## config.mk

```make
export PLATFORM = sky130hd
export DESIGN_NAME = mc_tq_sched
export DESIGN_NICKNAME = d
export VERILOG_FILES = /design/src/rtl/mc_tq_sched_pkg.sv /design/src/rtl/mc_tq_sched_pick.sv /design/src/rtl/mc_tq_sched.sv
export SDC_FILE = /design/constraint.sdc
export NUM_CORES = 1
export LEC_CHECK = 0
export BUFFER_PORTS_ARGS = -buffer_cell sky130_fd_sc_hd__buf_4
export CORE_MARGIN = 3
export CORE_UTILIZATION = 51
export DETAILED_ROUTE_END_ITERATION = 7
export PLACE_DENSITY = 0.86
export RECOVER_POWER = 100
export SLEW_MARGIN = 20
export SYNTH_ARGS = -nofsm -noshare
export SYNTH_HDL_FRONTEND = slang
export SYNTH_SLANG_ARGS = --single-unit
export TNS_END_PERCENT = 1
```

## constraint.sdc

```tcl
create_clock -name clk -period 4.6 [get_ports clk]
set_input_delay 0.46 -clock clk [delete_from_list [all_inputs] [get_ports clk]]
set_output_delay 0.46 -clock clk [all_outputs]
set_load 0.01 [all_outputs]
```

## src/rtl/mc_tq_sched_pkg.sv

```systemverilog
// Shared definitions for the MC-to-TQ per-LCU sequencer: component codes,
// partition field widths and the sequencer state encoding.
package mc_tq_sched_pkg;

    localparam logic [1:0] TYPE_Y = 2'd0;
    localparam logic [1:0] TYPE_U = 2'd1;
    localparam logic [1:0] TYPE_V = 2'd2;

    localparam logic PART_SPLIT = 1'b1;

    // Packed partition layout: 16x16 flags, then 32x32, then 64x64
    localparam int P16_W  = 32;
    localparam int P32_W  = 8;
    localparam int P64_W  = 2;
    localparam int PART_W = P16_W + P32_W + P64_W;

    typedef enum logic [1:0] {
        S_IDLE   = 2'd0,
        S_LAUNCH = 2'd1,
        S_WAIT   = 2'd2,
        S_DONE   = 2'd3
    } state_t;

    // Component code to its bit in the {V,U,Y} mask
    function automatic logic [2:0] sel_onehot(input logic [1:0] sel);
        case (sel)
            TYPE_Y:  sel_onehot = 3'b001;
            TYPE_U:  sel_onehot = 3'b010;
            TYPE_V:  sel_onehot = 3'b100;
            default: sel_onehot = 3'b000;
        endcase
    endfunction

endpackage

```

## src/rtl/mc_tq_sched_pick.sv

```systemverilog
// Next-pending component selector: first set bit of the {V,U,Y} mask in
// Y, U, V order, with a flag when nothing is left to run.
module mc_tq_sched_pick
    import mc_tq_sched_pkg::*;
(
    input  logic [2:0] mask,
    output logic [1:0] sel,
    output logic       none
);

    always_comb begin
        sel  = TYPE_Y;
        none = 1'b0;
        if (mask[0])      sel = TYPE_Y;
        else if (mask[1]) sel = TYPE_U;
        else if (mask[2]) sel = TYPE_V;
        else              none = 1'b1;
    end

endmodule

```

## src/rtl/mc_tq_sched.sv

```systemverilog
// Per-LCU sequencer running the MC-to-TQ engine for Y, U, V in order.
// Optional busy-cycle counter enabled by MC_TQ_SCHED_CYC_CNT_EN.
module mc_tq_sched
    import mc_tq_sched_pkg::*;
#(
    parameter int PART_W = 42,
    parameter int CNT_W  = 16
) (
    input  logic              clk,
    input  logic              rstn,
    input  logic              start_i,
    input  logic [PART_W-1:0] partition_i,
    input  logic [2:0]        skip_i,
    input  logic              tq_done_i,
    output logic              done_o,
    output logic              busy_o,
    output logic              tq_start_o,
    output logic [1:0]        tq_sel_o,
    output logic [PART_W-1:0] tq_partition_o,
    output logic              err_o
`ifdef MC_TQ_SCHED_CYC_CNT_EN
    ,
    output logic [CNT_W-1:0]  cyc_cnt_o
`endif
);

    state_t     state;
    logic [2:0] pending;
    logic [2:0] skip_q;
    logic [2:0] pick_mask;
    logic [1:0] pick_sel;
    logic       pick_none;

    // In IDLE choose from the incoming mask; in WAIT from what remains
    // once the component that just finished is retired.
    assign pick_mask = (state == S_IDLE) ? ~skip_i
                     : (pending & ~skip_q & ~sel_onehot(tq_sel_o));

    mc_tq_sched_pick u_pick (
        .mask (pick_mask),
        .sel  (pick_sel),
        .none (pick_none)
    );

    always_ff @(posedge clk or negedge rstn) begin
        if (!rstn) begin
            state          <= S_IDLE;
            pending        <= 3'b000;
            skip_q         <= 3'b000;
            done_o         <= 1'b0;
            busy_o         <= 1'b0;
            tq_start_o     <= 1'b0;
            tq_sel_o       <= TYPE_Y;
            tq_partition_o <= '0;
            err_o          <= 1'b0;
        end else begin
            tq_start_o <= 1'b0;
            done_o     <= 1'b0;
            if (tq_done_i && state != S_WAIT) err_o <= 1'b1;
            case (state)
                S_IDLE: begin
                    if (start_i) begin
                        tq_partition_o <= partition_i;
                        skip_q         <= skip_i;
                        pending        <= ~skip_i;
                        busy_o         <= 1'b1;
                        tq_sel_o       <= pick_sel;
                        if (pick_none) begin
                            state  <= S_DONE;
                            done_o <= 1'b1;
                        end else begin
                            state      <= S_LAUNCH;
                            tq_start_o <= 1'b1;
                        end
                    end
                end
                S_LAUNCH: state <= S_WAIT;
                S_WAIT: begin
                    if (tq_done_i) begin
                        pending <= pick_mask;
                        if (pick_none) begin
                            state  <= S_DONE;
                            done_o <= 1'b1;
                        end else begin
                            tq_sel_o   <= pick_sel;
                            state      <= S_LAUNCH;
                            tq_start_o <= 1'b1;
                        end
                    end
                end
                S_DONE: begin
                    busy_o <= 1'b0;
                    state  <= S_IDLE;
                end
                default: state <= S_IDLE;
            endcase
        end
    end

`ifdef MC_TQ_SCHED_CYC_CNT_EN
    logic [CNT_W-1:0] cnt;
    logic [CNT_W-1:0] cnt_inc;

    assign cnt_inc = (cnt == '1) ? cnt : cnt + 1'b1;

    // Published value includes the done cycle itself
    always_ff @(posedge clk or negedge rstn) begin
        if (!rstn) begin
            cnt       <= '0;
            cyc_cnt_o <= '0;
        end else begin
            if (state == S_IDLE && start_i) cnt <= '0;
            else if (busy_o)                cnt <= cnt_inc;
            if (state == S_DONE) cyc_cnt_o <= cnt_inc;
        end
    end
`endif

endmodule

```

# Yosys cells after proc, flatten, opt, wreduce, memory -nomap -nowiden
# Index checks and enable logic that the tools add are counted.
[word_totals]
mem_count = 0
wordCells = 62
ramBits = 0
out_inout_bits = 48
romBits = 0
latch_bits = 0
in_bits = 49
regBits = 56
[classes]
shift = 0
bitwise = 5
n_mux = 29
n_lt_le_gt_ge = 0
n_eq_ne = 9
reduce_logical = 10
multipliers = 0
addsub = 0
div_mod_pow = 0
[op_table]
columns = ["operator", "n"]
rows = [
  ["2-to-1 mux 2 bit", 9],
  ["2-to-1 mux 1 bit", 10],
  ["2-to-1 mux 3 bit", 3],
  ["NOT 3 bit", 3],
  ["case mux 3 bit (3 select lines)", 1],
  ["inequality test 2 bit, second input constant", 4],
  ["case mux 2 bit (4 select lines)", 1],
  ["bitwise AND 3 bit", 2],
  ["equality test 2 bit, second input constant", 3],
  ["case mux 1 bit (2 select lines)", 3],
  ["case mux 3 bit (2 select lines)", 1],
  ["AND reduction 2 bit", 3],
  ["equality test 2 x 1 -> 1 bit, second input constant", 2],
  ["zero test 2 bit", 2],
  ["case mux 2 bit (2 select lines)", 1],
  ["AND reduction 4 bit", 1],
  ["nonzero test 2 bit", 2],
  ["AND reduction 3 bit", 1],
  ["logical AND 1 bit", 1],
]

# Longest topological paths before layout
[logic_depth]
depth_word = 11
mapped_depth = 6
depth_no_buf = 5

# Cells and area by module
# From an unflattened synthesis, not the netlist that was laid out.
[hier_totals]
hier_cells = 148
hier_area_um2 = 2228.4
[modules_own_cells]
columns = ["mod", "cells_per_inst", "n_inst", "seq_area_each_um2", "area_per_inst_um2"]
rows = [
  ["mc_tq_sched", 145, 1, 1401.3, 2197.1],
  ["mc_tq_sched_pick", 3, 1, 0.0, 31.3],
]

# Worst setup path after synthesis
# Ideal clock, no wire load.
[synth_timing]
path_type = "reg-to-reg"
start = "reg state[1]"
end = "reg tq_partition_o[23]"
path_buffers = 2
period_less_slack_ns = 1.464
setup_ns = 0.125
required_time_ns = 4.475
setup_slack_ns = 3.136
path_stages_with_launch = 6
arrival_time_ns = 1.339
cell_sequence = "dfrtp_1 > nor2_2 > and2_4 > buf_12 > buf_6 > mux2_4"
[synth_via]
elab_chain_len = 2
[synth_lines]
columns = ["item", "line", "text"]
rows = [
  ["from (decl)", "mc_tq_sched.sv:27", "state_t state;"],
  ["from (signal assigned)", "mc_tq_sched.sv:47", "state <= S_IDLE;"],
  ["from (signal assigned)", "mc_tq_sched.sv:69", "state <= S_DONE;"],
  ["from (signal assigned)", "mc_tq_sched.sv:72", "state <= S_LAUNCH;"],
  ["zero test 2 bit", "mc_tq_sched.sv:60", "case (state)"],
  ["AND reduction 2 bit (no line)", "-", ""],
  ["to (signal assigned)", "mc_tq_sched.sv:63", "tq_partition_o <= partition_i;"],
  ["to (decl)", "mc_tq_sched.sv:19", "output logic [PART_W-1:0] tq_partition_o,"],
]
# Every way passes these cells.
# A chain may end at the register's enable or synchronous reset.

# Worst setup path after layout
[layout_timing]
start = "reg state[1]"
end = "reg tq_partition_o[41]"
# Same word-level chain as after synthesis.

==> qor.yml <==
status: "finished with violations"
failed_checks: "capacitance limit, slew limit"
rows: 24
cts_hold_repair.buffers: 0
clockBufferDepth: 2
setup_viol_count_final: 0
synthDistinctLibCells: 37
clock_power_share_pct: 14.8
syn_area_um2: 2410
fillers: 393
worst_pin_slew_ns: 2.13
vias_per_cell: 5.32
num_vias: 1654
grt_max_degree: 57
area_growth_pct: 23.2
crit_family: "simple AND/OR/NAND/NOR gates"
initial_core_util_pct: 54.2
grt-ovfl-total: 0
regToRegStartpoint: "state[1]"
boundaryPins: 97
cp.required_ns: 4.79
clkTransAtPathRegs_ns: 0.09
min_path_type: "in2async"
path_max_fanout: 48
firstDrtPassIters: 4
cts_sinks: 56
synth_ff_type: "dfrtp_1"
ys_ff_latch: 56
drive_gt1_share_pct: 32.4
finalSetupTns_ns: 0
yosysTopAreaCell: "dfrtp_1"
root_buffer: "clkbuf_8"
drc: 0
cp.depth: 3
combPwrFrac_pct: 41.3
htree_levels: 2
synth_top_area_share_pct: 58.2
internal_power_uw: 1290
syn_avg_cell_area_um2: 14.7
cts_setup_buffers: 0
skew_ns: 0.00398
post_cts_resized: 0
die_height_um: 74.7
die_area_um2: 5590
rsz0062_at_grt: "false"
syn_nets: 213
cts_buffers: 5
period_minus_slack_ns: 2.86
grt_antenna_before_repair: 0
cap_viol_max_count: 1
synthTopCellsByCount: "dfrtp_1 (56), mux2_2 (26), mux2_4 (19)"
synthTopCellsByArea: "dfrtp_1 (58%), mux2_2 (12%), mux2_4 (12%)"
cp_data_arrival_time_ns: 3.05
n_antenna_cell: 0
endpoint_kind: "flip-flop"
grt_pass1_wl_um: 7560
maxSlewViolCount: 49
drtIter0Drc: 75
die_width_um: 74.7
yosysSeqAreaShare_pct: 58.2
power_frac_seq_pct: 43.9
ys_warn_count: 0
reg2reg_slack_ns: 1.74
crit_path_max_incr_delay_ns: 1.59
path_buf_inv: 0
syn_inst: 164
place_congestion: 0.789
ant_nets: 0
path_class: "reg2reg"
grt_pass1_vias: 1606
final_hold_viol_count: 0
start_kind: "flip-flop"
cts_tree: "yes"
relSlewSlack_pct: -41.8
slowest_stage: "and2_1"
io_buffer_count: 96
period_share_pct: 62.2
core_area_um2: 4440
dp_slack_ns: 2.75
hold_ws_ns: 0.191
wl_um: 5110
synth_most_common_cell: "dfrtp_1"
max_freq_ghz: 0.350
power_density_nw_per_um2: 682
async_reset_ff_share_pct: 100
clock_latency_ns: 0.30
vdd_drop_max_mv: 0.291
grt_use_total_pct: 18.1
timing.final.ws_setup_ns: 1.74
final_nets: 309
leakage_uw: 0.00130
post_drt_wl_per_cell_um: 16.4
synth-edff-count: 0
switching_share_pct: 36.4
rr_worst_depth: 3
dp_hpwl_um: 3760
worstPathCellList: "nor2_2 -> and2_1 -> mux2_2"
crit_path_start: "state[1]"
switching_power_uw: 738
state kept, by name (all words and copies together) (netlist names), 2 cells and up:
| register | flops |
|---|---|
| skip_q | 3 |
| pending | 3 |
| tq_partition_o | 42 |
| state | 2 |
| tq_sel_o | 2 |
cell type report:
cell class	count	area (µm²)	share of cell area, %
Clock buffer	5	68.8	2.32
Clock inverter	1	30.0	1.01
Inverter	5	18.8	0.632
Multi-Input combinational cell	96	843	28.4
Sequential cell	56	1400	47.2
Tap cell	52	65.1	2.19
Timing Repair Buffer	96	541	18.2
power by group through the flow:
stage                     registers [µW]  clock network [µW]  logic [µW]
after floorplan                      974                   0         582
after global placement               898                   0        1070
after detailed placement             908                   0        1100
after CTS                            903                 310        1100
after global routing                 928                 327         920
final                                890                 299         836
placed cells by master, fill, tap and decap left out, drive strengths merged, types with 2 or more instances in the layout:
cell type,instances
a21oi,6
and2,2
buf,48
clkbuf,53
dfrtp,56
inv,5
mux2,45
nand2,6
nand2b,2
nor2,5
nor2b,5
o211ai,3
o21a,2
o21ai,2
o2bb2ai,2
metrics by stage:
step                std cells  utilization [%]  cell area [µm²]  total power [µW]
finish                    311             66.8             2970              2020
global route              311             66.8             2970              2170
CTS                       311             72.7             3230              2320
detailed placement        305             70.4             3130              2010
global placement          305             70.4             3130              1960
floorplan                 164                -             2410              1560
cell families (layout without fill, tap and decap cells):
| kind of cell | after synthesis | count (layout) | synth area share (%) |
|---|---|---|---|
| simple gates | 25 | 25 | 5.76 |
| buf+inv | 12 | 107 | 3.48 |
| mux | 46 | 46 | 24.4 |
| compound gates | 25 | 25 | 8.20 |
| flops | 56 | 56 | 58.2 |
routing by layer:
metal | wire length, µm | global-route usage, %
met3 | 399 | 5.21
met4 | 61 | 5.93
met1 | 2070 | 21.4
met5 | 0 | 0
met2 | 2580 | 31.7
path summary, 6_finish.rpt:
kind,end
worst max register to register,tq_partition_o[41]
worst min-delay path,tq_partition_o[30]
worst min register to register,err_o
min in group clk,tq_partition_o[25]
max in group asynchronous,pending[0]
worst max-delay path,tq_partition_o[41]
No activity file was read; power rests on OpenSTA's default activity.
